<file path="config.mk">
export PLATFORM = sky130hd
export DESIGN_NAME = reflex_game_ctrl_flat
export DESIGN_NICKNAME = d
export VERILOG_FILES = /design/src/rtl/reflex_game_ctrl_pkg.sv /design/src/rtl/reflex_game_ctrl_if.sv /design/src/rtl/reflex_game_ctrl_ms_window_timer.sv /design/src/rtl/reflex_game_ctrl.sv /design/src/flat_wrapper.sv
export SDC_FILE = /design/constraint.sdc
export NUM_CORES = 1
export LEC_CHECK = 0
export ABC_CLOCK_PERIOD_IN_PS = 4980
export BUFFER_PORTS_ARGS = -buffer_cell sky130_fd_sc_hd__buf_2
export CELL_PAD_IN_SITES_DETAIL_PLACEMENT = 0
export CELL_PAD_IN_SITES_GLOBAL_PLACEMENT = 1
export CORE_MARGIN = 2
export CORE_UTILIZATION = 45
export CTS_CLUSTER_SIZE = 14
export DETAILED_ROUTE_END_ITERATION = 7
export PLACE_DENSITY = 0.85
export SETUP_SLACK_MARGIN = 0.1
export SLEW_MARGIN = 20
export SYNTH_ARGS = -nofsm -noshare
export SYNTH_HDL_FRONTEND = slang
export SYNTH_SLANG_ARGS = --single-unit
</file>
<file path="constraint.sdc">
create_clock -name clk -period 4.98 [get_ports clk]
set_input_delay 1.245 -clock clk [delete_from_list [all_inputs] [get_ports clk]]
set_output_delay 1.245 -clock clk [all_outputs]
set_load 0.02 [all_outputs]
</file>
<file path="src/rtl/reflex_game_ctrl_pkg.sv">
// ---------------------------------------------------------------------------
// reflex_pkg
// Shared definitions for the reflex game sequencer: action codes, operation
// codes, the FSM state type and the default per-level action sequences.
// No ports (package).
// ---------------------------------------------------------------------------
package reflex_pkg;

    // Action codes, matching btn_pulse bit positions
    localparam logic [1:0] UP    = 2'd0;
    localparam logic [1:0] DOWN  = 2'd1;
    localparam logic [1:0] LEFT  = 2'd2;
    localparam logic [1:0] RIGHT = 2'd3;

    // op_code values that are not a button code
    localparam logic [2:0] NONE  = 3'd4;
    localparam logic [2:0] MULTI = 3'd7;

    localparam int TMR_W = 13;

    typedef enum logic [2:0] {
        ST_IDLE,
        ST_PLAY,
        ST_GAP,
        ST_WON,
        ST_LOST
    } game_state_e;

    // Default action tables, 15 actions of 2 bits each, action 0 in [1:0]
    localparam logic [29:0] SEQ_L1_DEF = 30'h1B1B_1B1B;
    localparam logic [29:0] SEQ_L2_DEF = 30'h2D2D_2D2D;
    localparam logic [29:0] SEQ_L3_DEF = 30'h39C6_E4B1;

    // Action idx of a packed sequence. Zero-extended to 32 bits so that the
    // part-select stays in range for every 4-bit index.
    function automatic logic [1:0] seq_action(input logic [29:0] seq,
                                              input logic [3:0]  idx);
        logic [31:0] ext;
        ext = {2'b00, seq};
        return ext[{idx, 1'b0} +: 2];
    endfunction

endpackage

</file>
<file path="src/rtl/reflex_game_ctrl_if.sv">
// ---------------------------------------------------------------------------
// reflex_game_if
// Player/display side signals of the reflex game controller.
//   master : the board side (switch, ms strobe, debounced buttons) which
//            drives the inputs and consumes the display/status outputs.
//   slave  : the game controller itself.
// ---------------------------------------------------------------------------
interface reflex_game_if;
    logic       start_sw;
    logic       tick_ms;
    logic [3:0] btn_pulse;
    logic [1:0] level;
    logic [3:0] action_idx;
    logic [1:0] action_code;
    logic [2:0] op_code;
    logic       judge_ok;
    logic       judge_bad;
    logic [1:0] wrong_cnt;
    logic [2:0] levels_won;
    logic       game_over;
    logic       game_won;

    modport master (
        output start_sw, tick_ms, btn_pulse,
        input  level, action_idx, action_code, op_code, judge_ok, judge_bad,
               wrong_cnt, levels_won, game_over, game_won
    );

    modport slave (
        input  start_sw, tick_ms, btn_pulse,
        output level, action_idx, action_code, op_code, judge_ok, judge_bad,
               wrong_cnt, levels_won, game_over, game_won
    );
endinterface

</file>
<file path="src/rtl/reflex_game_ctrl_ms_window_timer.sv">
// ---------------------------------------------------------------------------
// ms_window_timer
// Millisecond counter for response windows and the inter-level pause.
//   clk, rst_n : clock, synchronous active-low reset
//   clear      : force count to 0 (wins over counting)
//   enable     : count tick_ms strobes while high
//   tick_ms    : 1 ms strobe
//   limit      : window length in ms
//   count      : elapsed ms in the current window
//   expire     : combinational pulse on the tick that completes the window
// ---------------------------------------------------------------------------
module ms_window_timer
    import reflex_pkg::*;
(
    input  logic             clk,
    input  logic             rst_n,
    input  logic             clear,
    input  logic             enable,
    input  logic             tick_ms,
    input  logic [TMR_W-1:0] limit,
    output logic [TMR_W-1:0] count,
    output logic             expire
);
    logic [TMR_W-1:0] count_q, count_d;

    assign expire = enable && tick_ms && (count_q == limit - TMR_W'(1));
    assign count  = count_q;

    always_comb begin
        count_d = count_q;
        if (clear) begin
            count_d = '0;
        end else if (enable && tick_ms) begin
            count_d = count_q + TMR_W'(1);
        end
    end

    always_ff @(posedge clk) begin
        if (!rst_n) begin
            count_q <= '0;
        end else begin
            count_q <= count_d;
        end
    end
endmodule

</file>
<file path="src/rtl/reflex_game_ctrl.sv">
// ---------------------------------------------------------------------------
// reflex_game_ctrl
// Synchronous game sequencer: three levels of ACTS_PER_LEVEL actions, each
// with a timed response window, judged against debounced button pulses.
//   clk, rst_n : clock, synchronous active-low reset
//   bus        : reflex_game_if.slave
//                in : start_sw (enable switch), tick_ms, btn_pulse[3:0]
//                out: level, action_idx, action_code, op_code, judge_ok,
//                     judge_bad, wrong_cnt, levels_won, game_over, game_won
// All outputs are registered.
// ---------------------------------------------------------------------------
module reflex_game_ctrl
    import reflex_pkg::*;
#(
    parameter int          ACTS_PER_LEVEL = 15,
    parameter int          WIN_L1_MS      = 5000,
    parameter int          WIN_L2_MS      = 4000,
    parameter int          WIN_L3_MS      = 3000,
    parameter int          LEVEL_GAP_MS   = 1000,
    parameter int          MAX_WRONG      = 3,
    parameter logic [29:0] SEQ_L1         = SEQ_L1_DEF,
    parameter logic [29:0] SEQ_L2         = SEQ_L2_DEF,
    parameter logic [29:0] SEQ_L3         = SEQ_L3_DEF
) (
    input  logic         clk,
    input  logic         rst_n,
    reflex_game_if.slave bus
);
    localparam logic [3:0] LAST_IDX  = 4'(ACTS_PER_LEVEL - 1);
    localparam logic [2:0] MAX_W     = 3'(MAX_WRONG);

    game_state_e state_q, state_d;
    logic [1:0]  level_q, level_d;
    logic [3:0]  idx_q, idx_d;
    logic [1:0]  code_q, code_d;
    logic [2:0]  op_q, op_d;
    logic        ok_q, ok_d;
    logic        bad_q, bad_d;
    logic [1:0]  wrong_q, wrong_d;
    logic [2:0]  won_q, won_d;
    logic        over_q, over_d;
    logic        gwon_q, gwon_d;
    logic        start_prev_q;

    logic             tmr_clear, tmr_enable, tmr_expire;
    logic [TMR_W-1:0] tmr_limit;
    logic [TMR_W-1:0] unused_tmr_count;

    logic       press, multi, judged;
    logic [1:0] btn_code;
    logic [3:0] next_idx;

    function automatic logic [1:0] code_for(input logic [1:0] lvl,
                                            input logic [3:0] idx);
        case (lvl)
            2'd1:    return seq_action(SEQ_L1, idx);
            2'd2:    return seq_action(SEQ_L2, idx);
            default: return seq_action(SEQ_L3, idx);
        endcase
    endfunction

    // Only expire is needed here; count is kept on the timer for observability.
    ms_window_timer u_timer (
        .clk     (clk),
        .rst_n   (rst_n),
        .clear   (tmr_clear),
        .enable  (tmr_enable),
        .tick_ms (bus.tick_ms),
        .limit   (tmr_limit),
        .count   (unused_tmr_count),
        .expire  (tmr_expire)
    );

    always_comb begin
        tmr_limit = TMR_W'(LEVEL_GAP_MS);
        if (state_q == ST_PLAY) begin
            case (level_q)
                2'd1:    tmr_limit = TMR_W'(WIN_L1_MS);
                2'd2:    tmr_limit = TMR_W'(WIN_L2_MS);
                default: tmr_limit = TMR_W'(WIN_L3_MS);
            endcase
        end
    end

    always_comb begin
        press    = |bus.btn_pulse;
        multi    = press && !$onehot(bus.btn_pulse);
        btn_code = 2'd0;
        case (bus.btn_pulse)
            4'b0010: btn_code = 2'd1;
            4'b0100: btn_code = 2'd2;
            4'b1000: btn_code = 2'd3;
            default: btn_code = 2'd0;
        endcase
    end

    always_comb begin
        state_d  = state_q;
        level_d  = level_q;
        idx_d    = idx_q;
        code_d   = code_q;
        op_d     = op_q;
        ok_d     = 1'b0;
        bad_d    = 1'b0;
        wrong_d  = wrong_q;
        won_d    = won_q;
        judged   = 1'b0;
        // idx parks on the last action once a level ends or the game is lost
        next_idx = (idx_q == LAST_IDX) ? idx_q : idx_q + 4'd1;

        if (!bus.start_sw) begin
            state_d = ST_IDLE;
            level_d = 2'd0;
            idx_d   = 4'd0;
            code_d  = 2'd0;
            op_d    = NONE;
            wrong_d = 2'd0;
            won_d   = 3'b000;
        end else begin
            case (state_q)
                ST_IDLE: begin
                    if (!start_prev_q) begin
                        state_d = ST_PLAY;
                        level_d = 2'd1;
                        idx_d   = 4'd0;
                        code_d  = code_for(2'd1, 4'd0);
                        wrong_d = 2'd0;
                        won_d   = 3'b000;
                    end
                end
                ST_PLAY: begin
                    // A press in the expiring cycle is judged; the timeout is dropped.
                    if (press || tmr_expire) begin
                        judged = 1'b1;
                        if (press && !multi && btn_code == code_q) begin
                            ok_d = 1'b1;
                            op_d = {1'b0, btn_code};
                        end else begin
                            bad_d = 1'b1;
                            op_d  = !press ? NONE : (multi ? MULTI : {1'b0, btn_code});
                        end
                        idx_d  = next_idx;
                        code_d = code_for(level_q, next_idx);
                        // Losing takes priority over completing the level
                        if (bad_d && ({1'b0, wrong_q} + 3'd1 >= MAX_W)) begin
                            wrong_d = MAX_W[1:0];
                            state_d = ST_LOST;
                        end else begin
                            if (bad_d) begin
                                wrong_d = wrong_q + 2'd1;
                            end
                            if (idx_q == LAST_IDX) begin
                                won_d   = {won_q[1:0], 1'b1};
                                state_d = (level_q == 2'd3) ? ST_WON : ST_GAP;
                            end
                        end
                    end
                end
                ST_GAP: begin
                    if (tmr_expire) begin
                        state_d = ST_PLAY;
                        level_d = level_q + 2'd1;
                        idx_d   = 4'd0;
                        code_d  = code_for(level_q + 2'd1, 4'd0);
                    end
                end
                default: ;
            endcase
        end

        over_d     = (state_d == ST_LOST);
        gwon_d     = (state_d == ST_WON);
        tmr_enable = (state_q == ST_PLAY) || (state_q == ST_GAP);
        tmr_clear  = judged || (state_d != state_q);
    end

    always_ff @(posedge clk) begin
        // Tracking the switch during reset means a switch left high through
        // reset does not count as a new start edge.
        start_prev_q <= bus.start_sw;
        if (!rst_n) begin
            state_q <= ST_IDLE;
            level_q <= 2'd0;
            idx_q   <= 4'd0;
            code_q  <= 2'd0;
            op_q    <= NONE;
            ok_q    <= 1'b0;
            bad_q   <= 1'b0;
            wrong_q <= 2'd0;
            won_q   <= 3'b000;
            over_q  <= 1'b0;
            gwon_q  <= 1'b0;
        end else begin
            state_q <= state_d;
            level_q <= level_d;
            idx_q   <= idx_d;
            code_q  <= code_d;
            op_q    <= op_d;
            ok_q    <= ok_d;
            bad_q   <= bad_d;
            wrong_q <= wrong_d;
            won_q   <= won_d;
            over_q  <= over_d;
            gwon_q  <= gwon_d;
        end
    end

    assign bus.level       = level_q;
    assign bus.action_idx  = idx_q;
    assign bus.action_code = code_q;
    assign bus.op_code     = op_q;
    assign bus.judge_ok    = ok_q;
    assign bus.judge_bad   = bad_q;
    assign bus.wrong_cnt   = wrong_q;
    assign bus.levels_won  = won_q;
    assign bus.game_over   = over_q;
    assign bus.game_won    = gwon_q;
endmodule

</file>
<file path="src/flat_wrapper.sv">
// flat-port wrapper written by rule: the top's interface ports become plain ports
module reflex_game_ctrl_flat import reflex_pkg::*;
#(
    parameter int          ACTS_PER_LEVEL = 15,
    parameter int          WIN_L1_MS      = 5000,
    parameter int          WIN_L2_MS      = 4000,
    parameter int          WIN_L3_MS      = 3000,
    parameter int          LEVEL_GAP_MS   = 1000,
    parameter int          MAX_WRONG      = 3,
    parameter logic [29:0] SEQ_L1         = SEQ_L1_DEF,
    parameter logic [29:0] SEQ_L2         = SEQ_L2_DEF,
    parameter logic [29:0] SEQ_L3         = SEQ_L3_DEF
)
  (clk, rst_n, bus_start_sw, bus_tick_ms, bus_btn_pulse, bus_level, bus_action_idx, bus_action_code, bus_op_code, bus_judge_ok, bus_judge_bad, bus_wrong_cnt, bus_levels_won, bus_game_over, bus_game_won);
  reflex_game_if bus_i ();
  input  logic clk;
  input  logic rst_n;
  input wire logic [$bits(bus_i.start_sw)-1:0] bus_start_sw;
  input wire logic [$bits(bus_i.tick_ms)-1:0] bus_tick_ms;
  input wire logic [$bits(bus_i.btn_pulse)-1:0] bus_btn_pulse;
  output wire logic [$bits(bus_i.level)-1:0] bus_level;
  output wire logic [$bits(bus_i.action_idx)-1:0] bus_action_idx;
  output wire logic [$bits(bus_i.action_code)-1:0] bus_action_code;
  output wire logic [$bits(bus_i.op_code)-1:0] bus_op_code;
  output wire logic [$bits(bus_i.judge_ok)-1:0] bus_judge_ok;
  output wire logic [$bits(bus_i.judge_bad)-1:0] bus_judge_bad;
  output wire logic [$bits(bus_i.wrong_cnt)-1:0] bus_wrong_cnt;
  output wire logic [$bits(bus_i.levels_won)-1:0] bus_levels_won;
  output wire logic [$bits(bus_i.game_over)-1:0] bus_game_over;
  output wire logic [$bits(bus_i.game_won)-1:0] bus_game_won;
  assign bus_i.start_sw = bus_start_sw;
  assign bus_i.tick_ms = bus_tick_ms;
  assign bus_i.btn_pulse = bus_btn_pulse;
  assign bus_level = bus_i.level;
  assign bus_action_idx = bus_i.action_idx;
  assign bus_action_code = bus_i.action_code;
  assign bus_op_code = bus_i.op_code;
  assign bus_judge_ok = bus_i.judge_ok;
  assign bus_judge_bad = bus_i.judge_bad;
  assign bus_wrong_cnt = bus_i.wrong_cnt;
  assign bus_levels_won = bus_i.levels_won;
  assign bus_game_over = bus_i.game_over;
  assign bus_game_won = bus_i.game_won;
  reflex_game_ctrl #(.ACTS_PER_LEVEL(ACTS_PER_LEVEL), .WIN_L1_MS(WIN_L1_MS), .WIN_L2_MS(WIN_L2_MS), .WIN_L3_MS(WIN_L3_MS), .LEVEL_GAP_MS(LEVEL_GAP_MS), .MAX_WRONG(MAX_WRONG), .SEQ_L1(SEQ_L1), .SEQ_L2(SEQ_L2), .SEQ_L3(SEQ_L3)) u_core (.clk(clk), .rst_n(rst_n), .bus(bus_i));
endmodule
</file>
* Word-level counts from Yosys, hierarchy flattened
Cells that the tools add are included.
** Storage, ports and cells
- Bits in registers :: 37
- Bits in latches :: 0
- Memory bits (writable) :: 0
- Bits in read-only memories :: 0
- Bits of input ports :: 8
- Output and inout port bits :: 20
- Logic and storage cells :: 119
- Memories kept :: 0
** Operators by class
- Add/subtract/negate cells :: 9
- Multiply operators :: 0
- Div/mod/pow operators :: 0
- Magnitude comparators :: 1
- Equality and inequality tests :: 22
- Shift operators :: 3
- Mux-type cells :: 46
- Bitwise gates (word level) :: 1
- Reductions and logical operators :: 24
** Operator list (count)
- $shiftx A32 B6 Y2 const A :: 3
- $mux W3 :: 13
- $pmux W13 S2 :: 1
- $mux W2 :: 10
- $mux W4 :: 4
- $add A13 B1 Y13 const B :: 1
- $eq A13 B13 Y1 :: 1
- $mux W13 :: 1
- $sub A13 B1 Y13 const B :: 1
- $pmux W2 S2 :: 3
- $pmux W2 S3 :: 2
- $pmux W4 S3 :: 1
- $reduce_and A4 Y1 :: 3
- $mux W1 :: 9
- $pmux W3 S3 :: 1
- $eq A4 B4 Y1 const B :: 2
- $ne A2 B2 Y1 const B :: 4
- $eq A3 B1 Y1 const B :: 2
- $eq A3 B2 Y1 const B :: 2
- $logic_and A1 B1 Y1 :: 6
- $pmux W3 S2 :: 1
- $reduce_and A5 Y1 :: 1
- $add A1 B1 Y2 :: 2
- $add A2 B1 Y2 const B :: 2
- other kinds (23) :: 30

* Depth between registers and ports, before layout
Gate-level depths: netlist (run 1).
- Depth in word-level cells :: 20
- Mapped depth :: 13
- Mapped depth without buffers :: 10

* Cells and area by module
From an unflattened synthesis (run 1), not the netlist that was laid out.
** Unflattened totals
- Cell total of the unflattened synthesis :: 347
- Area, all modules :: 2766.4 µm²
** Modules (own cells, without submodules)
- reflex_game_ctrl :: times used 1, cells an instance 218, area an instance 1717.9 µm², seq. area each 480.5 µm²
- ms_window_timer :: times used 1, cells an instance 129, area an instance 1048.5 µm², seq. area each 260.2 µm²

* Worst setup path before layout (run 1)
OpenSTA, ideal clock, no wires.
- Path type :: input port to flip-flop
- Start :: in bus_btn_pulse[0]
- End :: reg u_core.u_timer.count_q[10], in the netlist u_core.u_timer.count[10]
- Library setup time :: 0.088 ns
- Arrival :: 3.743 ns
- Required time :: 4.892 ns
- Setup slack :: 1.149 ns
- Stages on the path :: 11
- Buffers on the path :: 1
- Cells stage by stage :: inv_1 > ha_1 > ha_1 > fa_1 > nor3b_1 > nand2_1 > o32ai_2 > o21a_1 > o32ai_2 > buf_4 > nor4_2
** On the way
- Cells in the longest elaborated chain, start to end :: 20
- Elaborated cells between the ends (all ways) :: 30
- Those cells by class :: add/sub: 2; eq/ne: 6; mux: 12; reduce/logical: 10
** Ends and longest elaborated chain
- start, declared :: line flat_wrapper.sv:20 : input wire logic [$bits(bus_i.btn_pulse)-1:0] bus_btn_pulse;
- $add A1 B1 Y2 (not written as such) :: line reflex_game_ctrl.sv:87 : multi = press && !$onehot(bus.btn_pulse);
- $add A3 B3 Y3 (not written as such) :: line reflex_game_ctrl.sv:87
- $eq A3 B1 Y1 :: line reflex_game_ctrl.sv:87
- $logic_not A1 Y1 :: line reflex_game_ctrl.sv:87
- $logic_and A1 B1 Y1 :: line reflex_game_ctrl.sv:87
- $logic_not A1 Y1 :: line reflex_game_ctrl.sv:135 : if (press && !multi && btn_code == code_q) begin
- $logic_and A1 B1 Y1 (2 in a row) :: line reflex_game_ctrl.sv:135
- $mux W1 :: line reflex_game_ctrl.sv:135
- (+3 left out)
- $logic_and A1 B1 Y1 :: line reflex_game_ctrl.sv:145 : if (bad_d && ({1'b0, wrong_q} + 3'd1 >= MAX_W)) begin
- $mux W3 :: line reflex_game_ctrl.sv:145
- $mux W3 :: line reflex_game_ctrl.sv:133 : if (press || tmr_expire) begin
- $pmux W3 S3 :: line reflex_game_ctrl.sv:120 : case (state_q)
- $mux W3 :: line reflex_game_ctrl.sv:111 : if (!bus.start_sw) begin
- $ne A3 B3 Y1 :: line reflex_game_ctrl.sv:174 : tmr_clear = judged || (state_d != state_q);
- $logic_or A1 B1 Y1 * :: line reflex_game_ctrl.sv:174
- $reduce_or A2 Y1 (no line) *
- end signal, assigned :: line reflex_game_ctrl_ms_window_timer.sv:42 : count_q <= count_d;
- end, declared :: line reflex_game_ctrl_ms_window_timer.sv:24 : logic [TMR_W-1:0] count_q, count_d;
Mark *: on every way between the ends. The rest lies on a longest branch, timed or not. The select of a mux whose other input is x is not followed.
A chain may end at the register's enable or synchronous reset.

* Final worst setup path (run 1)
- Start :: in bus_btn_pulse[0]
- End :: reg u_core.u_timer.count_q[0], in the netlist u_core.u_timer.count[0]
Same word-level chain as after synthesis.

==> results of run 1 <==
stage by stage:
stage | setup WS, ps | total power [mW] | util [%]
CTS | 989 | 0.672 | 50.4
global route | 763 | 0.699 | 50.4
global placement | 811 | 0.399 | 48.3
floorplan | 1150 | 0.379 | -
detailed placement | 695 | 0.399 | 48.3
finish | 955 | 0.665 | 50.4
cell families (layout without fill, tap and decap cells):
group / Yosys count / count (layout)
adders and majority gates: 21 / 21
muxes: 11 / 11
DFF: 37 / 37
and+or+nand+nor: 110 / 110
AOI/OAI and AO/OA: 64 / 64
xor gates and xnor gates: 22 / 22
buffers and inverters: 38 / 59
power by group through the flow:
stage               Combinational (mW)  Clock (mW)  Sequential [mW]
floorplan                       0.0658           0            0.313
global placement                0.0874           0            0.311
detailed placement              0.0880           0            0.311
CTS                             0.0883       0.280            0.304
global route                    0.0977       0.296            0.305
finish                          0.0883       0.272            0.304
critical path, stage by stage:
cell	delay, ps
buf_2	90
inv_1	50
ha_1	290
ha_1	210
fa_1	470
nor3b_1	310
nand2_1	130
o32ai_2	530
o21a_1	270
o32ai_2	90
buf_4	220
nor4_1	310
flip-flops by register name, indices dropped and copies added, names as in the netlist:
signal and count:
u_core.bus.game_over 1, u_core.start_prev_q 1, u_core.bus.action_idx 4, u_core.state_q 3, u_core.bus.judge_bad 1, u_core.bus.levels_won 3, u_core.bus.action_code 2, u_core.bus.level 2
u_core.bus.game_won 1, u_core.bus.op_code 3, u_core.u_timer.count 13, u_core.bus.wrong_cnt 2, u_core.bus.judge_ok 1
worst max-delay path by stage:
stage                          endpoint  slack, ps
6_report        u_core.u_timer.count[0]        960
5_1_grt         u_core.u_timer.count[2]        760
4_1_cts         u_core.u_timer.count[0]        990
3_5_place_dp    u_core.u_timer.count[0]        690
3_3_place_gp    u_core.u_timer.count[2]        810
2_1_floorplan  u_core.u_timer.count[10]       1150
synth_stat cells, types with 3 or more instances:
| cell type | number | area, um^2 |
|---|---|---|
| nand3_1 | 15 | 75.1 |
| a211oi_1 | 4 | 30.0 |
| buf_4 | 4 | 30.0 |
| nor2_1 | 19 | 71.3 |
| xnor2_1 | 15 | 131 |
| nor4_1 | 6 | 37.5 |
| a2111oi_0 | 4 | 35.0 |
| nor3_1 | 5 | 25.0 |
| a31oi_1 | 5 | 31.3 |
| clkbuf_1 | 6 | 22.5 |
| inv_1 | 19 | 71.3 |
| o21ai_0 | 8 | 40.0 |
| nor2b_1 | 5 | 31.3 |
| buf_6 | 4 | 45.0 |
| nand4_1 | 9 | 56.3 |
| and3_1 | 4 | 25.0 |
| dfxtp_1 | 37 | 741 |
| nand2_1 | 24 | 90.1 |
| buf_2 | 3 | 15.0 |
| mux2i_1 | 9 | 90.1 |
| xor2_1 | 7 | 61.3 |
| nor4_2 | 10 | 125 |
| a21oi_1 | 12 | 60.1 |
| ha_1 | 20 | 250 |
| o32ai_2 | 3 | 48.8 |
per-layer routing:
metal / global-route usage, % / share of wire [%] / vias up
li1: - / - / 1154
met4: 5.59 / 0.61 / 0
met2: 31.0 / 47 / 36
met1: 26.3 / 49 / 1054
met5: 0 / 0 / -
met3: 4.11 / 3.3 / 2
cell type report:
type / count / area [um^2]
flip-flops and latches: 37 / 741
inverters: 19 / 71.3
clock buffers: 6 / 82.6
fillers: 570 / 2900
clock inverters: 2 / 37.5
well taps: 75 / 93.8
repair buffers: 32 / 173
multi-input cells: 228 / 1750
==> impl_metrics.py, run 1 <==
metrics = {
    "run_status": {
        "status": "finished, final reports clean",
    },
    "power": {
        "p_clk_share_pct": 41.0,
        "ir_drop_mv": 0.158,
        "leakage_nw": 1.16,
        "p_switching_mw": 0.171,
        "p_sw_share_pct": 25.7,
        "seqPwrFrac_pct": 45.8,
        "combPwrFrac_pct": 13.3,
        "power_density_nw_per_um2": 226,
        "p_int_mw": 0.494,
    },
    "cts": {
        "cts_buffers": 5,
        "clock_latency_ps": 290,
        "tritoncts": "built",
        "clk_pin_slew_ps": 70,
        "htree_num_levels": 2,
        "cts_resized": 0,
        "postCtsHoldBufs": 0,
        "post_cts_buffers": 0,
        "clock_sinks": 37,
        "cts-root-buf": "clkbuf_8",
        "clk_path_buf_depth": 2,
    },
    "synth": {
        "async_reset_ff_share_pct": 0,
        "synth_warnings": 0,
        "synth_compound_area_share_pct": 19.3,
        "synthesis.area_um2": 2690,
        "synth.distinct_cells": 65,
        "syn_nets": 332,
        "ys_ff_latch": 37,
        "synth-adder-area-share_pct": 10.0,
        "synthCells": 303,
        "ys.flop_type": "dfxtp_1",
        "synth_top_family_by_area": "simple AND/OR/NAND/NOR gates",
        "yosys.area_share.xor_xnor_pct": 7.16,
        "muxShareOfSynthArea_pct": 4.19,
        "syn_area_per_cell_um2": 8.88,
        "synth-edff-count": 0,
        "synth_simple_gate_area_share_pct": 24.3,
        "ys_seq_area_share_pct": 27.5,
    },
    "global_route": {
        "globalRouteOverflowTotal": 0,
        "grt_antenna_before_repair": 0,
        "grt_pass1_vias": 2121,
        "grt_pass1_wl_um": 10000,
        "grt_max_degree": 23,
        "grt.total_usage_pct": 19.4,
    },
    "placed_design": {
        "place_area_um2": 2830,
        "dp_hpwl_um": 4450,
        "portBuffers": 27,
        "routabilityCongestion": 0.833,
        "dp.cells": 391,
    },
    "timing": {
        "hold_viol": 0,
        "fin_crit_sh_pct": 80.8,
        "fmax_mhz": 248,
        "report.final.slew_viol_count": 0,
        "tightest_slew_ps": 809,
        "min_period_ps": 4020,
        "fin_setup_tns_ps": 0,
        "setup_viol": 0,
        "slew_headroom_pct": 45.9,
        "rsz0062_at_grt": "no",
        "clock-skew-final_ps": 6.02,
        "holdWs_ps": 475,
    },
    "finish": {
        "nNetsFinal": 352,
        "n_antenna_cell": 0,
        "final_common_cell": "dfxtp_1",
        "syn2layout_area_growth_pct": 9.54,
        "most-common-layout-cells": "dfxtp_1 (37), buf_2 (27), nand2_1 (24)",
        "fin_cells": 399,
        "fin_area_um2": 2950,
        "final_layout_size_suffix_gt1_share_pct": 19.8,
    },
    "detailed_routing": {
        "dr_total_vias": 2246,
        "drtIter0Drc": 165,
        "wire_per_inst_um": 14.9,
        "viasPerCell": 5.63,
        "ant_nets": 0,
        "drc": 0,
        "dr.pass1.iters": 4,
        "drt_wl_total_um": 5940,
    },
    "floorplan": {
        "ios": 28,
        "core_um2": 5850,
        "dieArea_um2": 6610,
        "die_y_um": 81.3,
        "rows": 28,
        "initial_core_util_pct": 46.0,
        "die_w_um": 81.3,
    },
    "worst_setup_path": {
        "critPathKind": "in -> reg",
        "rr_endpoint": "u_core.bus.levels_won[2]",
        "cp_max_fo": 13,
        "cp.arrival_ps": 4210,
        "r2r_start": "u_core.state_q[0]",
        "end_kind": "register",
        "rrSetupSlack_ps": 1520,
        "crit_start": "bus_btn_pulse[0]",
        "required_ps": 5170,
        "reg2reg_depth": 10,
        "start_kind": "input pin",
    },
    "worst_hold_path": {
        "hp-class": "reg -> reg",
        "hp-start": "u_core.bus.levels_won[2]",
        "holdPathEnd": "u_core.bus.levels_won[2]",
        "holdPathStages": 2,
    },
    "flow_run": {
        "maxCapViolCount": 0,
    },
}
Note: power is estimated with default switching activity, not from simulation.
==> run 2, diff against run 1 <==
ABC_CLOCK_PERIOD_IN_PS = 4090   (was 4980)
clock period = 4.09 ns   (was 4.98 ns; I/O delays follow)
==> run 2 against run 1 <==
  * Sequential power rose by 21%
  * Critical path depth fell by 1
  * Clock skew rose by 1.2 ps
  * Global-route usage rose by 0.71 points
  * Count of clock-buffer cells in the layout fell by 1
  * Combinational power rose by 28%
  * Sequential share of layout area fell by 0.21 points
  * Critical path type unchanged
  * Critical endpoint is now u_core.bus.game_won
  * Largest cell class unchanged
==> impl_metrics.py, run 2 (same netlist as run 1, synthesis figures left out) <==
metrics = {
    "detailed_routing": {
        "ant_nets": 0,
        "drtIter0Drc": 105,
        "wire_per_inst_um": 15.5,
        "dr.pass1.iters": 4,
        "drc": 0,
        "dr_total_vias": 2307,
        "drt_wl_total_um": 6270,
        "viasPerCell": 5.71,
    },
    "finish": {
        "n_antenna_cell": 0,
        "largest_reg_flops": 13,
        "final_layout_size_suffix_gt1_share_pct": 21.3,
        "final_common_cell": "dfxtp_1",
        "fill_cells": 570,
        "nNetsFinal": 357,
        "most-common-layout-cells": "dfxtp_1 (37), buf_2 (27), nand2_1 (24)",
        "syn2layout_area_growth_pct": 10.5,
    },
    "floorplan": {
        "die_y_um": 81.3,
        "initial_core_util_pct": 46.0,
        "rows": 28,
        "die_w_um": 81.3,
        "dieArea_um2": 6610,
        "core_um2": 5850,
        "ios": 28,
    },
    "worst_setup_path": {
        "reg2reg_depth": 12,
        "rrSetupSlack_ps": 760,
        "end_kind": "register",
        "rr_endpoint": "u_core.u_timer.count[0]",
        "critPathKind": "in -> reg",
        "cp.arrival_ps": 3840,
        "r2r_start": "u_core.bus.level[0]",
        "start_kind": "input pin",
        "required_ps": 4280,
        "cp_max_fo": 4,
    },
    "cts": {
        "htree_num_levels": 2,
        "clock_latency_ps": 300,
        "cts-root-buf": "clkbuf_8",
        "clk_pin_slew_ps": 80,
        "clock_sinks": 37,
        "cts_resized": 0,
        "cts_buffers": 5,
        "postCtsHoldBufs": 0,
        "clk_path_buf_depth": 2,
        "tritoncts": "built",
        "post_cts_buffers": 0,
    },
    "timing": {
        "rsz0062_at_grt": "no",
        "slew_headroom_pct": 51.7,
        "clock-skew-final_ps": 7.20,
        "min_period_ps": 3650,
        "fin_crit_sh_pct": 89.3,
        "report.final.slew_viol_count": 0,
        "hold_viol": 0,
        "fin_setup_tns_ps": 0,
        "setup_viol": 0,
        "fmax_mhz": 274,
        "fin_ws_ps": 437,
        "tightest_slew_ps": 724,
    },
    "power": {
        "power_density_nw_per_um2": 252,
        "leakage_nw": 1.17,
        "ir_drop_mv": 0.176,
    },
    "global_route": {
        "grt_antenna_before_repair": 0,
        "globalRouteOverflowTotal": 0,
        "grt_max_degree": 18,
        "grt.total_usage_pct": 20.1,
        "grt_pass1_vias": 2139,
        "grt_pass1_wl_um": 10400,
    },
    "worst_hold_path": {
        "hp-start": "u_core.bus.levels_won[2]",
        "hp-class": "reg -> reg",
        "holdPathEnd": "u_core.bus.levels_won[2]",
        "holdPathStages": 2,
    },
    "placed_design": {
        "dpl_worst_slack_ps": 124,
        "routabilityCongestion": 0.856,
        "portBuffers": 27,
        "dp_hpwl_um": 4550,
    },
    "flow_run": {
        "maxCapViolCount": 0,
    },
    "run_status": {
        "status": "finished, final reports clean",
    },
}
## run 2: changes by cell type in the layout (fill, tap and decap cells not counted)
cell	change
a31oi_2	+1
o32ai_4	+1
a31oi_1	-1
inv_6	+1
bufinv_16	-1
clkbuf_8	-1
o32ai_2	-1
buf_4	+5
clkinv_2	+1
## run 2: how the worst max path moves through the flow
stage                                start                        to  slack [ps]
after floorplan           bus_btn_pulse[0]  u_core.u_timer.count[10]         480
after global placement    bus_btn_pulse[0]   u_core.u_timer.count[1]         210
after detailed placement  bus_btn_pulse[2]   u_core.u_timer.count[0]         120
after CTS                 bus_btn_pulse[2]   u_core.u_timer.count[0]         410
after global routing      bus_btn_pulse[0]   u_core.u_timer.count[9]         240
final                     bus_btn_pulse[0]       u_core.bus.game_won         440
## run 2: area by class of cell
class                   instances  area (um^2)  area share [%]
inverters                      19         71.3            2.40
repair buffers                 37          210            7.07
well taps                      75         93.8            3.16
clock buffers                   5         68.8            2.32
flip-flops and latches         37          741            24.9
clock inverters                 3         21.3           0.716
multi-input cells             228         1770            59.4
## run 2: worst max-delay path, stage by stage
cell and delay (ps):
buf_2 90, inv_1 50, ha_1 290, ha_1 220, fa_1 470, nor3b_1 370, nand2_1 140, o32ai_2 370
o21a_1 290, o32ai_1 150, a2111oi_2 380
## run 2: metrics by stage
step	instances	cell area, um^2	power, mW	hold WS (ps)	util, %
6_report	404	2970	0.749	482	50.8
5_1_grt	404	2970	0.778	514	50.8
4_1_cts	404	2950	0.754	483	50.5
3_5_place_dp	396	2860	0.488	471	49.0
3_3_place_gp	396	2860	0.486	445	49.0
2_1_floorplan	303	2690	0.461	516	-
## run 2: metal layers
metal / vias up / wire, um / share of wire [%] / track usage (%)
met5: - / 0 / 0 / 0
met4: 0 / 87 / 1.4 / 6.27
met3: 7 / 309 / 4.9 / 2.78
met2: 59 / 2920 / 47 / 32.3
met1: 1080 / 2960 / 47 / 27.8
li1: 1161 / - / - / -
## run 2: report_power, final
| part | switching (mW) | internal, mW |
|---|---|---|
| sequential | 0.00442 | 0.365 |
| clock | 0.146 | 0.121 |
| combinational | 0.0731 | 0.0399 |
==> run 3, diff against run 2 <==
CAP_MARGIN = 5   (was unset)
CORE_UTILIZATION = 47   (was 45)
CTS_BUF_LIST = sky130_fd_sc_hd__clkbuf_4 sky130_fd_sc_hd__clkbuf_8   (was unset)
PLACE_DENSITY = 0.88   (was 0.85)
SLEW_MARGIN = 15   (was 20)
==> run 3 against run 2 <==
  * Non-clock buffer count shrank 4
  * Die area shrank 4.0%
  * Via count grew 2.1%
  * Register-to-register slack lost 310 ps
  * Power shrank 2.0%
  * Cell count shrank 1.7%
  * Worst setup slack lost 42 ps
  * Critical path depth is the same
  * Sequential power is essentially flat
  * Clock power shrank 5%
  * Fmax shrank 1.1%
  * Sequential cell count is the same
  * Critical endpoint is now u_core.u_timer.count[12]
  * Largest cell class unchanged
  * Highest routed layer unchanged
==> impl_metrics.py, run 3 (same netlist as run 1, synthesis figures left out) <==
metrics = {
    "floorplan": {
        "ios": 28,
        "initial_core_util_pct": 48.9,
        "rows": 27,
        "dieArea_um2": 6340,
        "core_um2": 5510,
        "die_w_um": 79.7,
        "die_y_um": 79.7,
    },
    "finish": {
        "fin_area_um2": 2930,
        "final_layout_size_suffix_gt1_share_pct": 20.0,
        "syn2layout_area_growth_pct": 8.84,
        "postLayoutCoreUtil_pct": 53.2,
        "largest_reg_flops": 13,
        "final_common_cell": "dfxtp_1",
        "nNetsFinal": 353,
        "n_antenna_cell": 0,
        "most-common-layout-cells": "dfxtp_1 (37), buf_2 (27), nand2_1 (24)",
    },
    "cts": {
        "tritoncts": "built",
        "cts_resized": 0,
        "clock_latency_ps": 290,
        "postCtsHoldBufs": 0,
        "post_cts_buffers": 0,
        "cts-root-buf": "clkbuf_8",
        "clock_sinks": 37,
        "clk_path_buf_depth": 2,
        "htree_num_levels": 2,
        "clk_pin_slew_ps": 80,
        "cts_buffers": 5,
    },
    "detailed_routing": {
        "drt_wl_total_um": 6140,
        "drc": 0,
        "viasPerCell": 5.93,
        "dr_total_vias": 2356,
        "met1_length_um": 3010,
        "wl_met2_um": 2750,
        "ant_nets": 0,
        "top_layer": "met4",
        "drtIter0Drc": 91,
        "met3_length_um": 311,
        "wire_per_inst_um": 15.5,
        "dr.pass1.iters": 4,
    },
    "timing": {
        "slew_headroom_pct": 26.8,
        "rsz0062_at_grt": "no",
        "hold_viol": 0,
        "fin_setup_tns_ps": 0,
        "setup_viol": 0,
        "clock-skew-final_ps": 7.20,
        "fmax_mhz": 271,
        "report.final.slew_viol_count": 0,
        "tightest_slew_ps": 1090,
        "min_period_ps": 3700,
        "fin_crit_sh_pct": 90.4,
    },
    "worst_setup_path": {
        "end_kind": "register",
        "required_ps": 4280,
        "rrSetupSlack_ps": 450,
        "crit_start": "bus_btn_pulse[0]",
        "cp-endpoint": "u_core.u_timer.count[12]",
        "rr_endpoint": "u_core.u_timer.count[12]",
        "critPathKind": "in -> reg",
        "cp.arrival_ps": 3890,
        "crit_slowest_cell": "o32ai_2",
        "r2r_start": "u_core.bus.level[0]",
        "path_cells": "buf_2, inv_1, ha_1, ha_1, fa_1, nor3b_1, nand2_1, o32ai_2, o21a_1, o32ai_4, nor4_2",
        "reg2reg_depth": 11,
        "start_kind": "input pin",
        "cpMostUsedCell": "ha_1",
        "max_stage_delay_ps": 480,
        "cp_max_fo": 13,
    },
    "global_route": {
        "grt_antenna_before_repair": 0,
        "grt.total_usage_pct": 20.0,
        "grt_pass1_vias": 2132,
        "grt_max_degree": 20,
        "grt_pass1_wl_um": 10100,
        "globalRouteOverflowTotal": 0,
    },
    "flow_run": {
        "maxCapViolCount": 0,
    },
    "power": {
        "power_density_nw_per_um2": 251,
        "leakage_nw": 1.15,
        "ir_drop_mv": 0.159,
    },
    "run_status": {
        "status": "finished, final reports clean",
    },
    "placed_design": {
        "portBuffers": 27,
        "routabilityCongestion": 0.838,
        "dp_hpwl_um": 4460,
        "place_area_um2": 2830,
    },
    "worst_hold_path": {
        "hp-class": "reg -> reg",
    },
}
run 3: cell count changes in the layout (fill, tap and decap cells not counted), sizes merged:
cell,change
inv,-1
buf,-4
clkinv,+1
run 3: how the worst min path moves through the flow:
stage / startpoint / cells after the start / endpoint
6_report: u_core.bus.levels_won[2] / 2 / u_core.bus.levels_won[2]
5_1_grt: u_core.bus.levels_won[2] / 2 / u_core.bus.levels_won[2]
4_1_cts: u_core.bus.levels_won[2] / 2 / u_core.bus.levels_won[2]
3_5_place_dp: u_core.bus.levels_won[2] / 2 / u_core.bus.levels_won[2]
3_3_place_gp: u_core.bus.levels_won[2] / 2 / u_core.bus.levels_won[2]
2_1_floorplan: u_core.u_timer.count[1] / 2 / u_core.u_timer.count[1]
run 3: cell type report:
cell class              instances  area [um^2]
clock buffers                   5         68.8
clock inverters                 3         17.5
fillers                       508         2580
inverters                      19         71.3
multi-input cells             228         1760
flip-flops and latches         37          741
well taps                      72         90.1
repair buffers                 33          180
run 3: routing by layer:
layer | up-vias | track usage [%]
met2 | 63 | 30.2
met1 | 1131 | 27.4
met5 | - | 0
met4 | 0 | 7.93
li1 | 1154 | -
met3 | 8 | 4.52
run 3: power by group:
group / switching, mW / leakage, nW / internal, mW
registers: 0.00651 / 0.299 / 0.365
clock network: 0.136 / 0.0439 / 0.118
logic: 0.0713 / 0.810 / 0.0380
total: 0.213 / 1.15 / 0.520
run 3: metrics by stage:
stage / total power [mW] / cells / worst slack, ps / hold slack, ps
after floorplan: 0.461 / 303 / 482 / 516
after global placement: 0.484 / 389 / 195 / 444
after detailed placement: 0.486 / 389 / 69.8 / 453
after CTS: 0.735 / 397 / 348 / 466
after global routing: 0.770 / 397 / 190 / 492
final: 0.734 / 397 / 394 / 468
run 3: critical path, delay by kind of cell:
kind	cells	cell delay [ps]
AO/OA/AOI/OAI	3	980
adder cells (fa/ha/maj)	3	950
buffers and inverters	2	140
AND/OR/NAND/NOR	3	800
